<file path="src/rtl/fifo_word_packer.sv">
// Packs bytes from a byte FIFO into little-endian 32-bit words, with an optional
// flush that emits a partial word once any in-flight read has landed.
module fifo_word_packer (
  input  logic        clk,
  input  logic        rst,
  input  logic        fifo_empty,
  input  logic        fifo_wr_en,
  input  logic [7:0]  fifo_data,
  output logic        fifo_rd_en,
  input  logic        flush,
  output logic [31:0] word_out,
  output logic [2:0]  word_bytes,
  output logic        word_valid,
  input  logic        word_ready
);

  localparam logic [0:0] FILL = 1'b0;
  localparam logic [0:0] OUT  = 1'b1;

  logic [0:0]  state_r;
  logic [2:0]  byte_cnt_r;
  logic        rd_pend_r;
  logic        flush_pend_r;
  logic [31:0] word_r;
  logic [2:0]  bytes_r;
  logic        valid_r;

  logic [2:0]  occupancy_s;
  logic [2:0]  cnt_next_s;
  logic [31:0] word_next_s;
  logic        rd_en_s;
  logic        flush_take_s;

  // Bytes already landed plus the one still in flight; bounds further reads.
  always_comb begin
    occupancy_s  = byte_cnt_r + {2'b00, rd_pend_r};
    rd_en_s      = rst & (state_r == FILL) & ~fifo_empty & ~fifo_wr_en
                   & (occupancy_s < 3'd4) & ~flush_pend_r;
    flush_take_s = (state_r == FILL) & flush & (occupancy_s != 3'd0);
  end

  // Merge the returning FIFO byte into the lane selected by the current count.
  always_comb begin
    word_next_s = word_r;
    cnt_next_s  = byte_cnt_r;
    if (rd_pend_r) begin
      case (byte_cnt_r[1:0])
        2'd0:    word_next_s[7:0]   = fifo_data;
        2'd1:    word_next_s[15:8]  = fifo_data;
        2'd2:    word_next_s[23:16] = fifo_data;
        2'd3:    word_next_s[31:24] = fifo_data;
        default: word_next_s        = word_r;
      endcase
      cnt_next_s = byte_cnt_r + 3'd1;
    end else begin
      cnt_next_s = byte_cnt_r;
    end
  end

  // Packer state machine; words are held in OUT until the downstream handshake.
  always_ff @(posedge clk or negedge rst) begin
    if (!rst) begin
      state_r      <= FILL;
      byte_cnt_r   <= 3'd0;
      rd_pend_r    <= 1'b0;
      flush_pend_r <= 1'b0;
      word_r       <= 32'd0;
      bytes_r      <= 3'd0;
      valid_r      <= 1'b0;
    end else begin
      case (state_r)
        FILL: begin
          rd_pend_r  <= rd_en_s;
          byte_cnt_r <= cnt_next_s;
          word_r     <= word_next_s;
          if (cnt_next_s == 3'd4) begin
            state_r      <= OUT;
            valid_r      <= 1'b1;
            bytes_r      <= 3'd4;
            flush_pend_r <= 1'b0;
          end else if (flush_pend_r && !rd_pend_r) begin
            // Reads are blocked while flush is pending, so the count is final here.
            state_r      <= OUT;
            valid_r      <= 1'b1;
            bytes_r      <= byte_cnt_r;
            flush_pend_r <= 1'b0;
          end else if (flush_take_s) begin
            flush_pend_r <= 1'b1;
          end else begin
            flush_pend_r <= flush_pend_r;
          end
        end
        OUT: begin
          rd_pend_r <= 1'b0;
          if (valid_r && word_ready) begin
            state_r    <= FILL;
            byte_cnt_r <= 3'd0;
            word_r     <= 32'd0;
            bytes_r    <= 3'd0;
            valid_r    <= 1'b0;
          end else begin
            state_r <= OUT;
          end
        end
        default: begin
          state_r      <= FILL;
          byte_cnt_r   <= 3'd0;
          rd_pend_r    <= 1'b0;
          flush_pend_r <= 1'b0;
          word_r       <= 32'd0;
          bytes_r      <= 3'd0;
          valid_r      <= 1'b0;
        end
      endcase
    end
  end

  assign fifo_rd_en = rd_en_s;
  assign word_out   = word_r;
  assign word_bytes = bytes_r;
  assign word_valid = valid_r;

endmodule
</file>
<file path="config.mk">
export PLATFORM = sky130hd
export DESIGN_NAME = fifo_word_packer
export DESIGN_NICKNAME = d
export VERILOG_FILES = /design/src/rtl/fifo_word_packer.sv
export SDC_FILE = /design/constraint.sdc
export NUM_CORES = 1
export LEC_CHECK = 0
export CORE_MARGIN = 2
export CORE_UTILIZATION = 52
export DETAILED_ROUTE_END_ITERATION = 12
export PLACE_DENSITY = 0.86
export REMOVE_ABC_BUFFERS = 1
export SYNTH_ARGS = -nofsm -noshare
export SYNTH_HDL_FRONTEND = slang
export SYNTH_SLANG_ARGS = --single-unit
</file>
<file path="constraint.sdc">
create_clock -name clk -period 2.7 [get_ports clk]
set_input_delay 0.405 -clock clk [delete_from_list [all_inputs] [get_ports clk]]
set_output_delay 0.405 -clock clk [all_outputs]
set_load 0.02 [all_outputs]
</file>
==> metrics.log <==
[metrics] status: finished, final reports clean
[metrics] Maximum Capacitance Violations: 0
[metrics] count of antenna diodes in the layout: 0
[metrics] Slew HR: 62.6%
[metrics] count of flip-flops with a built-in enable after synthesis: 0
[metrics] CTS HTree Levels: 2
[metrics] final standard cell count with taps included and fillers excluded: 261
[metrics] TNS Setup: 0 ns
[metrics] crit start category: register
[metrics] Mapped Cells: 158
[metrics] synthesized area per cell: 12.4 sq um
[metrics] asr flop ratio synth: 100%
[metrics] number of buffers created by CTS: 5
[metrics] post-CTS setup-driven buffer insertion count: 0
[metrics] wire per inst: 16.6 microns
[metrics] post-route clock skew: 0.00696 ns
[metrics] TritonRoute pass-1 iters: 4
[metrics] count leader, synth: sky130_fd_sc_hd__dfrtp_1
[metrics] part of the cycle the worst path needs: 81.9%
[metrics] Post-CTS Hold Fix Bufs: 0
[metrics] wire length of the first global-routing pass: 7.39 mm
[metrics] clock sink total: 42
[metrics] placer's final routability congestion estimate: 0.814
[metrics] clock tree from TritonCTS: built
[metrics] vias in the first global route: 1513
[metrics] final critical-path required period: 2.21 ns
[metrics] arrival time worst endpoint: 1.81 ns
[metrics] pin count of the biggest net entering global routing: 43
[metrics] register bit total from synthesis: 42
[metrics] number of setup violations in the final report: 0
[metrics] FILL cells: 261
[metrics] setup repair after global routing missed its margin: false
[metrics] cell leakage power: 1.19 nW
[metrics] Synth top area share: 53.8%
[metrics] ratio of cells with drive above 1 in the final layout: 20.2%
[metrics] timing-limited maximum frequency: 0.452 GHz
[metrics] most prevalent standard cell on the critical path: sky130_fd_sc_hd__ha_1
[metrics] Overall Power: 2.51 mW
[metrics] Synth area leaders: sky130_fd_sc_hd__dfrtp_1 54%, sky130_fd_sc_hd__mux2_2 14%, sky130_fd_sc_hd__mux2i_1 5.1%
[metrics] number of placed I/O pins: 51
[metrics] final-stage net count: 232
[metrics] clock transition at the registers of the reported paths: 0.08 ns
[metrics] sequential power share: 39.2%
[metrics] clock root buffer: sky130_fd_sc_hd__clkbuf_8
[metrics] YS warnings: 0
[metrics] count of antenna-violating nets left after detailed routing: 0
[metrics] slowest cell delay on critical path: 0.51 ns
[metrics] via count: 1420
[metrics] final routed wirelength across all metal layers: 4.34 mm
[metrics] Final Max Slew Viols: 0
[metrics] total power divided by cell area: 970 mW/mm^2
[metrics] type of the tightest min-delay check: primary input to async pin
[metrics] Initial Utilization: 53.8%
[metrics] ranking of synthesized cells by instance count: 42 x sky130_fd_sc_hd__dfrtp_1, 24 x sky130_fd_sc_hd__mux2_2, 14 x sky130_fd_sc_hd__nand2_1
[metrics] DIE WIDTH: 65.3 microns
[metrics] number of buffers between clock root and the deepest sink: 2
[metrics] NetSw: 923 uW
[metrics] post-DR vias/cell: 5.44
[metrics] combined flip-flop and latch cell area: 0.00105 sq mm
[metrics] transition at the pin with the smallest max-transition slack: 0.562 ns
[metrics] die outline height: 65.3 microns
[metrics] chain of cells forming the critical path: ha_1 -> ha_1 -> xor2_1 -> nor3_1 -> dlymetal6s2s_1
[metrics] clock group share of total power: 16.4%
[metrics] Fin Hold WS: 0.183 ns
[metrics] IR drop worst, VDD: 0.659 mV
[metrics] synthesized cell area: 0.00195 sq mm
[metrics] Crit path required time: 2.30 ns
[metrics] sort of element at the end of the critical path: output pin
[metrics] standard cell core area: 0.00363 sq mm
[metrics] Comb power frac: 44.4%
[metrics] most common flop cell mapped by yosys: sky130_fd_sc_hd__dfrtp_1
[metrics] row cnt: 22
[metrics] sum of net half-perimeters after detailed placement: 3.08 mm
[metrics] post-synth cell types: 32
[metrics] number of antenna violations at the first check in global routing: 0
[metrics] sequential share of the synthesized area: 53.8%
[metrics] DRC violation total after the first TritonRoute iteration: 52
[metrics] cell with the largest stage delay on the worst path: sky130_fd_sc_hd__dfrtp_1
[metrics] fraction of power spent switching nets: 36.8%
[metrics] worst slack after detailed placement: 0.238 ns
[metrics] synthesis-to-finish area growth: 32.4%
[metrics] Synth area leader: sky130_fd_sc_hd__dfrtp_1
[metrics] highest fanout seen on the critical path: 8
[metrics] IO Port Bufs: 50
[metrics] hold violation total from the final report: 0
[metrics] area taken by multi-input logic gates: 851 sq um
[metrics] total overflow reported by the global router: 0
[metrics] global-route usage over all layers: 22.9%
[metrics] smallest setup slack after layout: 0.489 ns
[metrics] Inst Count DP: 253
[metrics] drc violations: 0
[metrics] die area: 0.00426 sq mm
[metrics] Worst-Skew Late Latency: 0.29 ns
[metrics] internal power summed over all cells: 1.59 mW
[metrics] Worst Setup Path Type: register to output pin
-- registers in the layout, indices dropped and copies added (netlist names) --
name,flops
rd_pend_r,1
state_r,1
byte_cnt_r,3
word_out,32
flush_pend_r,1
word_valid,1
word_bytes,3
-- power by group through the flow --
| stage | Clock, mW | Combinational (mW) | Sequential (mW) |
|---|---|---|---|
| after floorplan | 0 | 0.350 | 1.22 |
| after global placement | 0 | 1.08 | 0.974 |
| after detailed placement | 0 | 1.12 | 0.996 |
| after CTS | 0.427 | 1.12 | 0.985 |
| after global routing | 0.457 | 1.19 | 1.01 |
| final | 0.411 | 1.11 | 0.983 |
-- cell usage in the layout (no fill, tap or decap), drive strengths merged --
cell            n
a21oi           4
a22o            1
a22oi           1
a31o            1
a31oi           2
a32o            1
buf             3
clkbuf          7
clkdlybuf4s50  48
clkinv          1
dfrtp          42
dlymetal6s2s    1
ha              6
inv             5
mux2           24
mux2i          10
nand2          15
nand2b          1
nand3           3
nor2            3
nor2b           9
nor3            2
nor3b           2
nor4b           1
o21ai          15
o31a            1
or4b            1
xor2            3
-- per-stage QoR --
stage	instance area [sq um]	util, %
floorplan	1920	-
global placement	2490	68.6
detailed placement	2490	68.6
CTS	2580	71.1
global route	2580	71.1
finish	2580	71.1
-- area by class of cell --
| type | instances | share of cell area (%) |
|---|---|---|
| flip-flops and latches | 42 | 40.7 |
| multi-input cells | 106 | 32.9 |
| clock inverters | 1 | 0.194 |
| clock buffers | 7 | 3.34 |
| inverters | 5 | 0.726 |
| well taps | 48 | 2.32 |
| repair buffers | 52 | 19.8 |
-- worst max-delay path, delay by kind of cell (launching register included) --
family / cells / cell delay, ns
xor gates and xnor gates: 1 / 0.16
adders and majority gates: 2 / 0.42
buffers and inverters: 1 / 0.24
DFF: 1 / 0.51
and+or+nand+nor: 1 / 0.17
-- cells by family (layout without fill, tap and decap cells) --
kind of cell               after synthesis  count (layout)  synth area share (%)
adders and majority gates                6               6                  3.84
xor gates and xnor gates                 3               3                  1.35
AOI/OAI and AO/OA                       26              26                  8.71
and+or+nand+nor                         37              37                  10.7
buffers and inverters                   10              65                  2.63
DFF                                     42              42                  53.8
muxes                                   34              34                  19.0
-- repair_timing --
| item | CTS | global route |
|---|---|---|
| setup endpoints to repair | 0 | 1 |
| hold endpoints to repair | 0 | 0 |
| gates resized for setup | 0 | 1 |
-- routing by layer --
layer	global-route usage [%]	part of all wire [%]	routed length, microns
met5	0	0	0
met2	39.5	51	2210
met4	6.25	1.2	50
met3	6.51	6.1	266
met1	28.0	42	1820
-- final timing paths --
check                      depth (start not counted)       endpoint  slack [ns]          start
max in group asynchronous                          2   word_out[18]        2.15            rst
setup reg to reg                                   6  word_bytes[0]        0.75  byte_cnt_r[1]
hold / removal                                     2   flush_pend_r        0.18            rst
min in group clk                                   3      rd_pend_r        0.48            rst
setup / recovery                                   5     fifo_rd_en        0.49      rd_pend_r
hold reg to reg                                    1  word_bytes[0]        0.50  word_bytes[0]
No activity file was read; power rests on OpenSTA's default activity.
==> patch, RTL diff (same settings) <==
Reset style: synchronous (`rst`), changed in one clocked block.
--- a/src/rtl/fifo_word_packer.sv
+++ b/src/rtl/fifo_word_packer.sv
@@ -59,5 +59,5 @@
 
   // Packer state machine; words are held in OUT until the downstream handshake.
-  always_ff @(posedge clk or negedge rst) begin
+  always_ff @(posedge clk) begin
     if (!rst) begin
       state_r      <= FILL;
Check against the original RTL: differs if rst is asserted again (counterexample within 4 cycles, from zero or initial values and one cycle with rst low); with rst held inactive, the same outputs for 10 cycles.
==> patch against the original RTL <==
  * Maximum frequency decreased by 9.5%
  * Critical path type unchanged
  * Area after synthesis decreased by 3.5%
  * Register-to-register slack better by 60 ps
  * Synthesized cell count grew 31%
  * Design area shrank 4.6%
  * Worst setup slack worse by 230 ps
  * Routed wire length is 7.8% lower
  * Critical path depth stayed put
  * Sequential cell count unchanged
  * Count of clock-buffer cells in the layout decreased by 1
  * Clock skew up 6.0 ps
Power is not compared: it rests on default switching activity, and its combinational part moved more than twofold at a synthesized area within 25%.
==> patch: results (changes against the original RTL) <==
| Metric | Value |
|---|---|
| Clock Latency Late Sink | 360 ps (+70 ps) |
| Critical Path Fanout Max | 6 (-2) |
| Initial DRC count | 100 (+92%) |
| Post-cts repair resize count | 0 (unchanged) |
| H-tree levels | 2 (unchanged) |
| Slew HR | 0.579 (-0.0465) |
| Reg clk slew, reported paths | 130 ps (+50 ps) |
| Post-DP HPWL | 2.92 mm (-5.1%) |
| Number of global-route vias before repair | 1,409 (-6.9%) |
| Cell variety after synth | 37 (+16%) |
| Number of vias per cell | 5.12 (-5.9%) |
| Synth top area cells | dfxtp_1, nand2_1, a21boi_1 |
| Sequential area share after synthesis | 0.446 (-0.0922) |
| Net Sw Frac | 0.272 |
| Fraction of registers with async set or reset after synthesis | 0 (-1.00) |
| Clk root buf | clkbuf_4 |
| Nets@finish | 278 (+20%) |
| Die width | 64.2 um (-1.6%) |
| Status | complete, no violations |
| Final clock skew | 13.0 ps (+6.02 ps) |
| Worst min path class | flop to flop |
| First-pass GRT wire length | 6.73 mm (-9.0%) |
| Syn. warnings | 0 (unchanged) |
| CP Data Arrival Time | 2040 ps (+230 ps) |
| Inserted Diodes | 0 (unchanged) |
| GP Congestion | 0.802 (-1.4%) |
| Wire length per cell | 13.1 um (-21%) |
| Post-synth top cells | nand2_1, dfxtp_1, a21boi_1 |
| Share of cells above drive strength 1 | 0.0734 (-0.129) |
| Total global-route track usage | 0.212 (-0.0168) |
| Worst slack at placement | 335 ps (+96.4 ps) |
-- patch: cell types whose count changed after synthesis, moves of 3 or more --
cell      change
dfrtp_1      -42
dfxtp_1      +42
nand2_1      +38
a21boi_1     +24
mux2_2       -24
nor2b_1      +11
o21ai_0      -10
mux2i_1       -8
a22oi_1       +7
clkbuf_1      +3
nand3_1       +3
o21ai_2       -3
-- patch: worst max-delay path, cell delays in order, from the launching register on --
cell and delay, ps:
dfxtp_1 400, ha_1 220, ha_1 180, xor2_1 160
nor2_1 110, clkdlybuf4s50_1 600
-- patch: path summary, 6_finish.rpt --
| path | startpoint | to | slack, ps | cells past startpoint |
|---|---|---|---|---|
| max | byte_cnt_r[0] | fifo_rd_en | 260 | 5 |
| min | word_out[12] | word_out[12] | 460 | 2 |
| max reg2reg | state_r | word_out[13] | 810 | 4 |
| min reg2reg | word_out[12] | word_out[12] | 460 | 2 |
-- patch: per-stage QoR --
step | power [uW] | hold WS [ps] | cells | area, sq um
after detailed placement | 812 | 443 | 297 | 2410
final | 1110 | 455 | 305 | 2470
after global routing | 1170 | 469 | 305 | 2470
after floorplan | 744 | 499 | 199 | 1840
after CTS | 1120 | 458 | 305 | 2470
after global placement | 809 | 437 | 297 | 2410
-- patch: kinds of logic (layout without fill, tap and decap cells) --
| family | Yosys count | in the layout | synth area share |
|---|---|---|---|
| compound gates | 52 | 52 | 0.221 |
| xor+xnor | 1 | 1 | 0.00465 |
| fa+ha+maj | 6 | 6 | 0.0398 |
| buf+inv | 11 | 63 | 0.0312 |
| flops | 42 | 42 | 0.446 |
| mux | 2 | 2 | 0.0106 |
| simple gates | 93 | 93 | 0.247 |
-- patch: metal layers --
layer | vias up | share of wire | global-route usage
met3 | 6 | 0.051 | 0.0651
met2 | 38 | 0.46 | 0.318
met1 | 715 | 0.47 | 0.283
met5 | - | 0 | 0
met4 | 0 | 0.015 | 0.0851
li1 | 803 | - | -
-- patch: final cells by class --
cell class | instances | area [sq um]
clock buffer | 6 | 41.3
clock inverter | 2 | 13.8
fill | 290 | 950
inverter | 3 | 11.3
multi-input combinational | 154 | 986
sequential | 42 | 841
tap | 46 | 57.6
timing repair buffer | 52 | 515
-- patch: power groups by stage --
stage               sequential [uW]  combinational, uW  clock [uW]
global route                    653                161         351
global placement                664                145           0
CTS                             650                148         322
floorplan                       671               73.4           0
finish                          650                148         313
detailed placement              664                148           0
